$ cat config.mk
export PLATFORM = sky130hd
export DESIGN_NAME = i2c_target
export DESIGN_NICKNAME = d
export VERILOG_FILES = /design/src/rtl/i2c_pkg.sv /design/src/rtl/i2c_line_filter.sv /design/src/rtl/i2c_target.sv
export SDC_FILE = /design/constraint.sdc
export NUM_CORES = 1
export LEC_CHECK = 0
export ABC_AREA = 1
export ABC_CLOCK_PERIOD_IN_PS = 3300
export CAP_MARGIN = 20
export CELL_PAD_IN_SITES_DETAIL_PLACEMENT = 2
export CELL_PAD_IN_SITES_GLOBAL_PLACEMENT = 2
export CORE_MARGIN = 5
export CORE_UTILIZATION = 36
export DETAILED_ROUTE_END_ITERATION = 8
export PLACE_DENSITY = 0.86
export SLEW_MARGIN = 20
export SYNTH_ARGS = -nofsm -noshare
export SYNTH_HDL_FRONTEND = slang
export SYNTH_HIERARCHICAL = 1
export SYNTH_SLANG_ARGS = --single-unit
$ cat constraint.sdc
create_clock -name clk -period 3.3 [get_ports clk]
set_input_delay 0.66 -clock clk [delete_from_list [all_inputs] [get_ports clk]]
set_output_delay 0.66 -clock clk [all_outputs]
set_load 0.01 [all_outputs]
$ cat src/rtl/i2c_pkg.sv
// Shared definitions for the I2C target: FSM state encoding and bus-level constants.
package i2c_pkg;

    typedef enum logic [2:0] {
        ST_IDLE      = 3'd0,
        ST_ADDR      = 3'd1,
        ST_ADDR_ACK  = 3'd2,
        ST_WR_DATA   = 3'd3,
        ST_WR_ACK    = 3'd4,
        ST_RD_DATA   = 3'd5,
        ST_RD_ACK    = 3'd6,
        ST_WAIT_STOP = 3'd7
    } i2c_state_e;

    localparam logic ACK     = 1'b0;
    localparam logic NACK    = 1'b1;
    localparam logic RW_READ = 1'b1;

endpackage

$ cat src/rtl/i2c_line_filter.sv
// 2-FF synchroniser plus persistence filter for one I2C line; emits the filtered level
// and single-cycle rise/fall pulses coincident with the level flip.
module i2c_line_filter #(
    parameter int unsigned FILT_LEN = 4
) (
    input  logic clk,
    input  logic rst_n,
    input  logic line_i,
    output logic level_o,
    output logic rise_o,
    output logic fall_o
);

    localparam logic [3:0] CNT_LAST = 4'(FILT_LEN - 1);

    logic [1:0] sync_q;
    logic [3:0] cnt_q;
    logic       level_q;
    logic       rise_q;
    logic       fall_q;

    always_ff @(posedge clk or negedge rst_n) begin
        if (!rst_n) begin
            sync_q  <= '1;
            cnt_q   <= '0;
            level_q <= 1'b1;
            rise_q  <= 1'b0;
            fall_q  <= 1'b0;
        end else begin
            sync_q <= {sync_q[0], line_i};
            rise_q <= 1'b0;
            fall_q <= 1'b0;
            // Flip on the FILT_LEN-th consecutive disagreeing sample.
            if (sync_q[1] == level_q) begin
                cnt_q <= '0;
            end else if (cnt_q == CNT_LAST) begin
                cnt_q   <= '0;
                level_q <= sync_q[1];
                rise_q  <= sync_q[1];
                fall_q  <= ~sync_q[1];
            end else begin
                cnt_q <= cnt_q + 4'd1;
            end
        end
    end

    assign level_o = level_q;
    assign rise_o  = rise_q;
    assign fall_o  = fall_q;

endmodule

$ cat src/rtl/i2c_target.sv
// I2C target responder on a fixed 7-bit address: filtered SCL/SDA decode, byte-wide
// write delivery (rx_*) and read supply (tx_*), open-drain SDA pull-down request.
module i2c_target
    import i2c_pkg::*;
#(
    parameter logic [6:0]  DEV_ADDR = 7'h50,
    parameter int unsigned FILT_LEN = 4
) (
    input  logic       clk,
    input  logic       rst_n,
    input  logic       scl_i,
    input  logic       sda_i,
    output logic       sda_oe,
    output logic [7:0] rx_data,
    output logic       rx_valid,
    output logic       rx_first,
    output logic       tx_req,
    input  logic [7:0] tx_data,
    output logic       busy,
    output logic       stop_evt
);

    logic scl_lvl, scl_rise, scl_fall;
    logic sda_lvl, sda_rise, sda_fall;

    i2c_line_filter #(.FILT_LEN(FILT_LEN)) u_scl_filt (
        .clk    (clk),
        .rst_n  (rst_n),
        .line_i (scl_i),
        .level_o(scl_lvl),
        .rise_o (scl_rise),
        .fall_o (scl_fall)
    );

    i2c_line_filter #(.FILT_LEN(FILT_LEN)) u_sda_filt (
        .clk    (clk),
        .rst_n  (rst_n),
        .line_i (sda_i),
        .level_o(sda_lvl),
        .rise_o (sda_rise),
        .fall_o (sda_fall)
    );

    logic       start_det;
    logic       stop_det;
    logic [7:0] byte_in;

    assign start_det = sda_fall & scl_lvl;
    assign stop_det  = sda_rise & scl_lvl;

    i2c_state_e state_q;
    logic [2:0] bitcnt_q;
    logic [7:0] shift_q;
    logic       phase_q;
    logic       rw_q;
    logic       wr_first_q;
    logic       sda_oe_q;
    logic       busy_q;
    logic [7:0] rx_data_q;
    logic       rx_valid_q;
    logic       rx_first_q;
    logic       tx_req_q;
    logic       stop_evt_q;

    assign byte_in = {shift_q[6:0], sda_lvl};

    always_ff @(posedge clk or negedge rst_n) begin
        if (!rst_n) begin
            state_q    <= ST_IDLE;
            bitcnt_q   <= '0;
            shift_q    <= '0;
            phase_q    <= 1'b0;
            rw_q       <= 1'b0;
            wr_first_q <= 1'b0;
            sda_oe_q   <= 1'b0;
            busy_q     <= 1'b0;
            rx_data_q  <= '0;
            rx_valid_q <= 1'b0;
            rx_first_q <= 1'b0;
            tx_req_q   <= 1'b0;
            stop_evt_q <= 1'b0;
        end else begin
            rx_valid_q <= 1'b0;
            rx_first_q <= 1'b0;
            tx_req_q   <= 1'b0;
            stop_evt_q <= 1'b0;
            if (stop_det) begin
                state_q    <= ST_IDLE;
                sda_oe_q   <= 1'b0;
                busy_q     <= 1'b0;
                stop_evt_q <= 1'b1;
                bitcnt_q   <= '0;
                phase_q    <= 1'b0;
            end else if (start_det) begin
                state_q  <= ST_ADDR;
                bitcnt_q <= '0;
                sda_oe_q <= 1'b0;
                phase_q  <= 1'b0;
            end else begin
                case (state_q)
                    ST_ADDR: begin
                        if (scl_rise) begin
                            shift_q  <= byte_in;
                            bitcnt_q <= bitcnt_q + 3'd1;
                            if (bitcnt_q == 3'd7) begin
                                if (byte_in[7:1] == DEV_ADDR) begin
                                    state_q    <= ST_ADDR_ACK;
                                    busy_q     <= 1'b1;
                                    rw_q       <= sda_lvl;
                                    wr_first_q <= 1'b1;
                                end else begin
                                    state_q <= ST_WAIT_STOP;
                                    busy_q  <= 1'b0;
                                end
                            end
                        end
                    end
                    // phase_q: 0 = waiting for the fall that starts the ACK bit, 1 = ACK driven.
                    ST_ADDR_ACK, ST_WR_ACK: begin
                        if (scl_fall) begin
                            if (!phase_q) begin
                                sda_oe_q <= ~ACK;
                                phase_q  <= 1'b1;
                            end else begin
                                phase_q  <= 1'b0;
                                bitcnt_q <= '0;
                                if (state_q == ST_ADDR_ACK && rw_q == RW_READ) begin
                                    shift_q  <= tx_data;
                                    sda_oe_q <= ~tx_data[7];
                                    state_q  <= ST_RD_DATA;
                                end else begin
                                    sda_oe_q <= 1'b0;
                                    state_q  <= ST_WR_DATA;
                                end
                            end
                        end else if (scl_rise && phase_q && state_q == ST_ADDR_ACK && rw_q == RW_READ) begin
                            tx_req_q <= 1'b1;
                        end
                    end
                    ST_WR_DATA: begin
                        if (scl_rise) begin
                            shift_q  <= byte_in;
                            bitcnt_q <= bitcnt_q + 3'd1;
                            if (bitcnt_q == 3'd7) begin
                                rx_data_q  <= byte_in;
                                rx_valid_q <= 1'b1;
                                rx_first_q <= wr_first_q;
                                wr_first_q <= 1'b0;
                                state_q    <= ST_WR_ACK;
                            end
                        end
                    end
                    ST_RD_DATA: begin
                        if (scl_fall) begin
                            if (bitcnt_q == 3'd7) begin
                                sda_oe_q <= 1'b0;
                                bitcnt_q <= '0;
                                phase_q  <= 1'b0;
                                state_q  <= ST_RD_ACK;
                            end else begin
                                shift_q  <= {shift_q[6:0], 1'b0};
                                sda_oe_q <= ~shift_q[6];
                                bitcnt_q <= bitcnt_q + 3'd1;
                            end
                        end
                    end
                    ST_RD_ACK: begin
                        if (scl_rise && !phase_q) begin
                            if (sda_lvl == NACK) begin
                                state_q  <= ST_WAIT_STOP;
                                sda_oe_q <= 1'b0;
                                busy_q   <= 1'b0;
                            end else begin
                                tx_req_q <= 1'b1;
                                phase_q  <= 1'b1;
                            end
                        end else if (scl_fall && phase_q) begin
                            phase_q  <= 1'b0;
                            shift_q  <= tx_data;
                            sda_oe_q <= ~tx_data[7];
                            bitcnt_q <= '0;
                            state_q  <= ST_RD_DATA;
                        end
                    end
                    default: begin
                    end
                endcase
            end
        end
    end

    assign sda_oe   = sda_oe_q;
    assign busy     = busy_q;
    assign rx_data  = rx_data_q;
    assign rx_valid = rx_valid_q;
    assign rx_first = rx_first_q;
    assign tx_req   = tx_req_q;
    assign stop_evt = stop_evt_q;

endmodule

# --- Word level (Yosys, flattened, before mapping) ---
# Cells that the tools add are included.
word_totals:
  register_bits: 48
  output_inout_bits: 14
op_classes:
  addsub: 3
  eq_ne: 44
  muxes: 98
  n_bitwise: 10
  reduce_logical: 26
op_table:
  columns: ["op", "count"]
  rows:
  - ["$mux W3", 24]
  - ["$mux W7", 8]
  - ["$mux W1", 54]
  - ["$pmux W7 S4", 1]
  - ["$ne A4 B4 Y1 const B", 6]
  - ["$reduce_and A11 Y1", 2]
  - ["$reduce_and A6 Y1", 3]
  - ["$mux W4", 4]
  - ["$ne A2 B2 Y1 const B", 8]
  - ["$ne A4 B3 Y1 const B", 4]
  - ["$pmux W3 S5", 1]
  - ["$eq A3 B3 Y1 const B", 4]
  - ["$ne A2 B1 Y1 const B", 6]
  - ["$pmux W3 S4", 1]
  - ["$ne A5 B5 Y1 const B", 2]
  - ["$reduce_and A5 Y1", 2]
  - ["$add A4 B1 Y4 const B", 2]
  - ["$eq A4 B2 Y1 const B", 2]
  - ["$not A1 Y1", 8]
  - ["$reduce_and A8 Y1", 1]
  - ["$eq A7 B7 Y1 const B", 1]
  - ["$reduce_and A7 Y1", 1]
  - ["$reduce_bool A7 Y1", 1]
  - ["$eq A3 B2 Y1 const B", 2]
  - ["other kinds (19)", 33]

# --- Logic depth before layout (Yosys ltp) ---
# Gate-level depths: netlist of the first run.
depth:
  word_depth: 8
  mapped_depth: 11

# --- By module ---
# The synthesis of the first run kept the hierarchy.
by_module_without_submodules:
  columns: ["module", "instances", "cells_each", "area_per_inst_um2"]
  rows:
  - ["i2c_target", 1, 287, 1950.6]
  - ["i2c_line_filter", 2, 32, 370.4]

# --- Worst setup path after synthesis of the first run ---
# OpenSTA, ideal clock, no wires.
synth_timing:
  path_type: "register to register"
  startpoint: "reg u_scl_filt.level_q, in the netlist u_scl_filt/level_o"
  endpoint: "reg state_q[0]"
  setup_ns: 0.117
  arrival_ns: 1.422
  required_time_ns: 3.183
  setup_slack_ns: 1.761
  stages_incl_launch_ff: 11
  n_path_buf: 1
  cell_sequence: "dfstp_2 > nand2_2 > nand2_2 > inv_2 > buf_6 > nand2_1 > nand2_1 > nor2_4 > nand2_2 > nand2_1 > nand2_1"
synth_via:
  elab_chain_len: 3
  word_cells_on_any_way: 16
  classes_between: "eq/ne (10); mux (2); bitwise (2); reduce/logical (2)"
synth_rtl:
  columns: ["item", "line_no", "source"]
  rows:
  - ["start: declaration", "i2c_line_filter.sv:18", "logic level_q;"]
  - ["start signal: assignment", "i2c_line_filter.sv:38", "level_q <= sync_q[1];"]
  - ["$and A1 B1 Y1, on equally long branches", "i2c_target.sv:48, i2c_target.sv:49", null]
  - ["$ne A5 B4 Y1 (no source line), or another cell as far along", null, null]
  - ["$reduce_and A11 Y1 (no source line) / $mux W3 (equally long branches)", null, null]
  - ["end signal: assignment", "i2c_target.sv:69", "state_q <= ST_IDLE;"]
  - ["end signal: assignment", "i2c_target.sv:88", "state_q <= ST_IDLE;"]
  - ["end signal: assignment", "i2c_target.sv:95", "state_q <= ST_ADDR;"]
  - ["end: declaration", "i2c_target.sv:51", "i2c_state_e state_q;"]
# Parallel ways exist; a longest one is shown, timed or not.
# A chain may end at the register's enable or synchronous reset.

# --- Worst setup path after layout of the first run ---
layout_timing:
  startpoint: "reg state_q[2]"
  endpoint: "reg shift_q[5]"
layout_via:
  elab_chain_len: 4
  word_cells_on_any_way: 20
  classes_between: "eq/ne (14); mux (1); reduce/logical (5)"
layout_rtl:
  columns: ["item", "line_no", "source"]
  rows:
  - ["$eq A3 B2 Y1, or another cell as far along", "i2c_target.sv:100, i2c_target.sv:127", null]
  - ["$reduce_or A2 Y1, or another cell as far along", "i2c_target.sv:100", "case (state_q)"]
  - ["$ne A2 B1 Y1 (no source line), or another cell as far along", null, null]
  - ["$reduce_and A11 Y1 (no source line)", null, null]
  - ["end signal: assignment", "i2c_target.sv:103", "shift_q <= byte_in;"]
  - ["end signal: assignment", "i2c_target.sv:128", "shift_q <= tx_data;"]
  - ["end signal: assignment", "i2c_target.sv:142", "shift_q <= byte_in;"]
  - ["end: declaration", "i2c_target.sv:53", "logic [7:0] shift_q;"]
# Parallel ways exist; a longest one is shown, timed or not.

==> run summary, run 1 <==
========================================================================================
Result of the run                                                              completed
Post-CTS Hold Buffers                                                                  0
Post-synth top area cell                                                         dfrtp_1
Min-Delay Startpoint                                                        u_sda_filt/sync_q[0]
Power density relative to cell area                                          926 nW/um^2
Number of antenna violations at the first check in global routing                      0
TritonCTS clock tree                                                                 yes
Global-route wire length before repair                                          14500 um
Share of post-route cells with drive strength above 1                              15.1%
Wire length on met3                                                               261 um
Core area                                                                      7250 um^2
Final Power                                                                      2.92 mW
Via count of the first global-routing pass                                          2785
Number of vias after detailed routing                                               2427
Clock tree skew after final layout                                             0.0109 ns
Number of DRC violations after detailed routing                                        0
Clock buffers created by TritonCTS                                                     5
Capture endpoint of the worst hold path                                     u_sda_filt/sync_q[1]
Initial DRC count                                                                     97
Cell seen most often among critical-path stages                                  nand2_1
Maximum Capacitance Violations                                                         0
Worst-path cell with the longest stage delay                                     dfrtp_1
Top flip-flop cell by instance count after synthesis                             dfrtp_1
Num Clock Sinks                                                                       48
Resize count post-CTS                                                                  0
CTS H-Tree Depth                                                                       2
Critical path, cell by cell                                                 inv_1 -> nand2_1 -> nor2_1 -> nor2_1 -> and3_1 -> nand2_4 -> nand2_1 -> nand2_1
Worst path required time                                                         3.50 ns
Post-detailed-route via-to-cell ratio                                               5.09
Routed length on met2                                                            4540 um
Mean post-synth cell area                                                      7.67 um^2
Maximum VDD drop                                                                0.319 mV
Worst hold slack                                                                0.360 ns
Setup repair after global routing missed its margin                                   no
Overall global routing resource usage                                              21.0%
Maximum cell stage delay along the critical path                                 0.68 ns
Number of buffer and inverter instances along the worst setup path                     1
Number of nets in the synthesized netlist                                            367
Cell at the root of the clock tree                                              clkbuf_8
R2R cell count                                                                         8
Count of distinct cell types in the synthesized netlist                               31
Number of hold violations in the final report                                          0
Crit path time final                                                             2.19 ns
Number of max-slew violations in the final report                                      0
Maximum clock rate                                                             0.457 GHz
Critical register-to-register path endpoint                                   shift_q[5]
Dpl hpwl                                                                         6410 um
Post-CTS setup buffers                                                                 0
Met1 Wirelength                                                                  3710 um
Ratio of final minimum period to clock period                                      66.3%
Antenna Nets Post-Route                                                                0
Placed insts                                                                         469
Largest net degree at the start of global routing                                     49
Overall die area                                                               9310 um^2
Clk pin slew, worst setup/hold paths                                             0.10 ns
Top routing layer in use                                                            met4
Internal reg-to-reg setup slack                                                  1.11 ns
Buffer levels on the longest clock path                                                2
Starting Density                                                                   37.1%
Number of cells on the worst hold path                                                 0
Buffers added on ports                                                                25
Number of search-and-repair iterations in the first detailed-routing pass              4
Worst Tran Pin Value                                                            0.623 ns
Wirelength, routed                                                               8670 um
Synthesized instance count                                                           351
Die outline width                                                                96.5 um
Layout area overhead                                                               17.2%
Sequential cell area fraction in the yosys report                                  44.9%
Number of nets in the finished design                                                393
Category of the critical setup timing path                                  flip-flop to flip-flop
Critical-path maximum fanout                                                          11
Asr flop ratio synth                                                                100%
WL per Instance                                                                  18.2 um
Area share of the largest cell type after synthesis                                39.1%
Vertical die dimension                                                           96.5 um
Critical path data arrival time                                                  2.39 ns
Area of the mapped netlist                                                     2690 um^2
Endpoint class of the critical path                                            flip-flop
Number of flops mapped to enable cells by yosys                                        0
Final non-filler cell total                                                          477
Floorplan row count                                                                   31
I/O pin total                                                                         26
Worst max-slew margin expressed relative to the limit                              58.5%
Leakage power                                                                    1.59 nW
# setup viols final                                                                    0
Placer's final routability congestion estimate                                     0.906
Clock network latency to the later pin of the worst-skew pair                    0.32 ns
Min-Delay Path Class                                                        flip-flop to flip-flop
Critical Path Start Type                                                       flip-flop
Kind of cell adding the most delay to the critical path                     simple AND/OR/NAND/NOR gates
Warnings, synthesis                                                                    6
Startpoint of the worst register-to-register path                             state_q[2]
Total of flip-flops plus latches after synthesis                                      48
Top post-synthesis cells by area                                            dfrtp_1, nand2_1, nand3_1, dfstp_2, nor2_1
# diodes                                                                               0
Overflow left after global routing                                                     0
Post-route setup TNS                                                                0 ns
========================================================================================
-- final cells by class --
class                      count  area (um^2)
sequential                    48         1210
fill                         841         4100
clock buffer                   5         68.8
inverter                      36          138
tap                           99          124
multi-input combinational    260         1290
timing repair buffer          26          253
clock inverter                 3         68.8
-- where the power goes --
part	switching, mW	internal, mW
combinational	0.992	0.456
sequential	0.202	0.729
clock	0.236	0.306
total	1.43	1.49
-- worst max-delay path by stage --
stage,start,end,slack [ns],cells after the start
floorplan,u_scl_filt/level_o,state_q[0],1.76,10
global placement,state_q[2],shift_q[1],1.34,8
detailed placement,state_q[2],shift_q[1],1.26,8
CTS,state_q[2],shift_q[5],1.13,8
global route,state_q[2],shift_q[5],0.93,8
finish,state_q[2],shift_q[5],1.11,8
-- metrics by stage --
| step | setup WS (ns) | utilization (%) | cell area [um^2] |
|---|---|---|---|
| 5_1_grt | 0.931 | 43.5 | 3150 |
| 4_1_cts | 1.13 | 43.5 | 3150 |
| 3_3_place_gp | 1.34 | 41.6 | 3020 |
| 2_1_floorplan | 1.76 | - | 2690 |
| 3_5_place_dp | 1.26 | 41.6 | 3020 |
| 6_report | 1.11 | 43.5 | 3150 |
-- routing by layer --
| metal | vias up | track usage, % |
|---|---|---|
| li1 | 1158 | - |
| met4 | 0 | 7.01 |
| met2 | 47 | 37.1 |
| met5 | - | 0 |
| met1 | 1210 | 25.7 |
| met3 | 12 | 3.80 |
-- placed cells by master (no fill, tap or decap), types with 4 or more instances in the layout --
cell,synthesis,layout
nand2_2,8,8
nor3_1,4,4
inv_2,6,6
a21oi_1,9,9
nand4_1,7,7
dfrtp_1,42,42
nand3_1,34,34
dfstp_2,6,6
nand2_1,107,107
clkbuf_8,0,5
nand3_2,4,4
clkdlybuf4s50_1,0,24
o21ai_0,10,10
ha_1,4,4
nor2_1,41,41
nor2_2,10,10
inv_1,28,28
nand2_4,7,7
-- cell families after synthesis --
kind of cell               synth area share (%)
DFF                                        44.9
buffers and inverters                      7.07
adders and majority gates                  1.86
and+or+nand+nor                            40.3
AOI/OAI and AO/OA                          5.25
xor gates and xnor gates                  0.651
-- cell usage after synthesis, types with 6 or more instances --
library cell  count
nand2_1         107
dfrtp_1          42
nor2_1           41
nand3_1          34
inv_1            28
nor2_2           10
o21ai_0          10
a21oi_1           9
nand2_2           8
nand2_4           7
nand4_1           7
dfstp_2           6
inv_2             6
-- sequential cells by signal, summed over array words and instances, names as in the netlist, 2 cells and up --
name               count
bitcnt_q               3
rx_data                8
shift_q                7
state_q                3
u_scl_filt/cnt_q       4
u_scl_filt/sync_q      2
u_sda_filt/cnt_q       4
u_sda_filt/sync_q      2
-- worst register-to-register path, delay by kind of cell (launching register included) --
| family | cells | cell delay (ns) |
|---|---|---|
| buffers and inverters | 1 | 0.14 |
| flip-flops | 1 | 0.68 |
| AND/OR/NAND/NOR | 7 | 1.25 |
Note: power is estimated with default switching activity, not from simulation.
==> inputs of run 2 (changes only) <==
ABC_CLOCK_PERIOD_IN_PS = 2200   (was 3300)
CORE_UTILIZATION = 33   (was 36)
PLACE_DENSITY = 0.8   (was 0.86)
clock period = 2.2 ns   (was 3.3 ns; I/O delays follow)
==> run 2 against run 1 <==
Against the previous run: cell count up 1.5%; final area down 0.44%; power up 40%; clock power up 7.4%; largest power group unchanged; register-to-register slack worse by 0.93 ns; worst hold slack worse by 0.25 ns.
==> run summary, run 2 (synthesized netlist as in run 1, its figures left out) <==
========================================================================================
Worst max-slew margin expressed relative to the limit                              63.0%
Most common cell after layout, fill and taps aside                               nand2_1
Worst path required time                                                         2.41 ns
Post-detailed-route via-to-cell ratio                                               4.97
Kind of cell adding the most delay to the critical path                     simple AND/OR/NAND/NOR gates
Via count of the first global-routing pass                                          2705
Number of vias after detailed routing                                               2406
Sequential Power Share                                                             33.3%
Number of flip-flops in the largest register                                           8
Maximum cell stage delay along the critical path                                 0.65 ns
Global-route wire length before repair                                          13500 um
Overall global routing resource usage                                              17.0%
Vertical die dimension                                                            100 um
Critical path, cell by cell                                                 inv_1 -> nand2_1 -> nor2_1 -> nor2_1 -> and3_1 -> nand2_4 -> nand2_1 -> nand2_1
# setup viols final                                                                    0
Reported net switching power                                                     2.03 mW
Startpoint of the most critical setup path                                    state_q[2]
Critical Path Start Type                                                       flip-flop
Overall die area                                                              10100 um^2
Cell seen most often among critical-path stages                                  nand2_1
Clock tree skew after final layout                                            0.00882 ns
Maximum Capacitance Violations                                                         0
Number of DRC violations after detailed routing                                        0
Maximum clock rate                                                             0.497 GHz
Endpoint class of the critical path                                            flip-flop
Number of search-and-repair iterations in the first detailed-routing pass              4
Core area                                                                      8090 um^2
Leakage power                                                                    1.59 nW
Number of antenna violations at the first check in global routing                      0
Leading cell types in the layout, fill and taps excluded                    nand2_1, dfrtp_1, nor2_1
Number of max-slew violations in the final report                                      0
CTS H-Tree Depth                                                                       2
Post-CTS setup buffers                                                                 0
WL per Instance                                                                  16.2 um
Post-route setup TNS                                                                0 ns
Cell at the root of the clock tree                                              clkbuf_8
Result of the run                                                              completed
Num Clock Sinks                                                                       48
Initial DRC count                                                                     39
Critical-path maximum fanout                                                          11
Final non-filler cell total                                                          484
Floorplan row count                                                                   33
Critical path data arrival time                                                  2.22 ns
Power density relative to cell area                                         1300 nW/um^2
Setup repair after global routing missed its margin                                   no
Category of the critical setup timing path                                  flip-flop to flip-flop
# diodes                                                                               0
Worst-path cell with the longest stage delay                                     dfrtp_1
Fraction of power consumed by combinational cells                                  52.4%
Crit path time final                                                             2.01 ns
Dpl hpwl                                                                         6220 um
Buffer levels on the longest clock path                                                2
Switching share of power                                                           49.8%
Design internal power                                                            2.05 mW
Layout area overhead                                                               16.6%
Share of post-route cells with drive strength above 1                              15.3%
Placed insts                                                                         476
Clock buffers created by TritonCTS                                                     5
I/O pin total                                                                         26
R2R cell count                                                                         8
Overflow left after global routing                                                     0
Number of nets in the finished design                                                394
Clock network latency to the later pin of the worst-skew pair                    0.31 ns
Startpoint of the worst register-to-register path                             state_q[2]
Largest net degree at the start of global routing                                     26
Area after detailed placement                                                  3040 um^2
Placer's final routability congestion estimate                                     0.771
Min-Delay Path Class                                                        primary input to asynchronous set/reset pin
Buffers added on ports                                                                25
Maximum VDD drop                                                                0.457 mV
Critical register-to-register path endpoint                                   shift_q[3]
Resize count post-CTS                                                                  0
Part of the total power dissipated in the clock network                            14.2%
Wirelength, routed                                                               7840 um
Ratio of final minimum period to clock period                                      91.5%
Worst Tran Pin Value                                                            0.556 ns
Internal reg-to-reg setup slack                                                  0.19 ns
Die outline width                                                                 100 um
Clk pin slew, worst setup/hold paths                                             0.10 ns
Antenna Nets Post-Route                                                                0
Starting Density                                                                   33.3%
Number of hold violations in the final report                                          0
Number of buffer and inverter instances along the worst setup path                     1
TritonCTS clock tree                                                                 yes
Post-route design area                                                         3140 um^2
Post-CTS Hold Buffers                                                                  0
========================================================================================
## run 2: cell types whose count changed in the layout (fill, tap and decap cells not counted), sizes merged
| cell | previous run | this run |
|---|---|---|
| bufinv | 2 | 0 |
| clkbuf | 5 | 6 |
| buf | 2 | 3 |
| clkinv | 1 | 2 |
## run 2: area by class of cell
cell class                      instances  area (um^2)
Fill cell                             948         4950
Multi-Input combinational cell        260         1290
Sequential cell                        48         1210
Timing Repair Buffer                   27          273
Inverter                               36          138
Tap cell                              105          131
Clock buffer                            6         82.6
Clock inverter                          2         13.8
## run 2: worst max path at each step
stage                       to  slack [ns]  cells past startpoint
finish              shift_q[3]        0.19                      8
global route        shift_q[1]        0.04                      8
CTS                 shift_q[0]        0.18                      8
detailed placement  shift_q[1]        0.22                      8
global placement    shift_q[2]        0.26                      8
floorplan           state_q[0]        0.66                     10
## run 2: layer usage
layer	wire [um]	vias up	track usage [%]
met5	0	-	0
met4	94	0	4.87
met3	183	10	2.85
met2	3980	29	29.9
met1	3580	1206	21.4
li1	-	1161	-
## run 2: metrics by stage
step	setup slack, ns	util, %	power (mW)	hold slack, ns
after detailed placement	0.220	37.6	3.54	0.348
after global routing	0.0353	38.8	4.49	0.141
after global placement	0.255	37.6	3.44	0.346
final	0.187	38.8	4.08	0.110
after floorplan	0.661	-	2.96	0.144
after CTS	0.181	38.8	4.15	0.123
## run 2: power by group through the flow
| stage | Sequential, mW | Combinational [mW] | Clock (mW) |
|---|---|---|---|
| floorplan | 1.26 | 1.70 | 0 |
| global placement | 1.37 | 2.06 | 0 |
| detailed placement | 1.38 | 2.16 | 0 |
| CTS | 1.36 | 2.18 | 0.604 |
| global route | 1.40 | 2.45 | 0.650 |
| finish | 1.36 | 2.14 | 0.581 |
## run 2: worst register-to-register path: cells and delay by family, from the launching register on
family,cells,cell delay [ns]
simple gates,7,1.13
buf+inv,1,0.12
flops,1,0.65
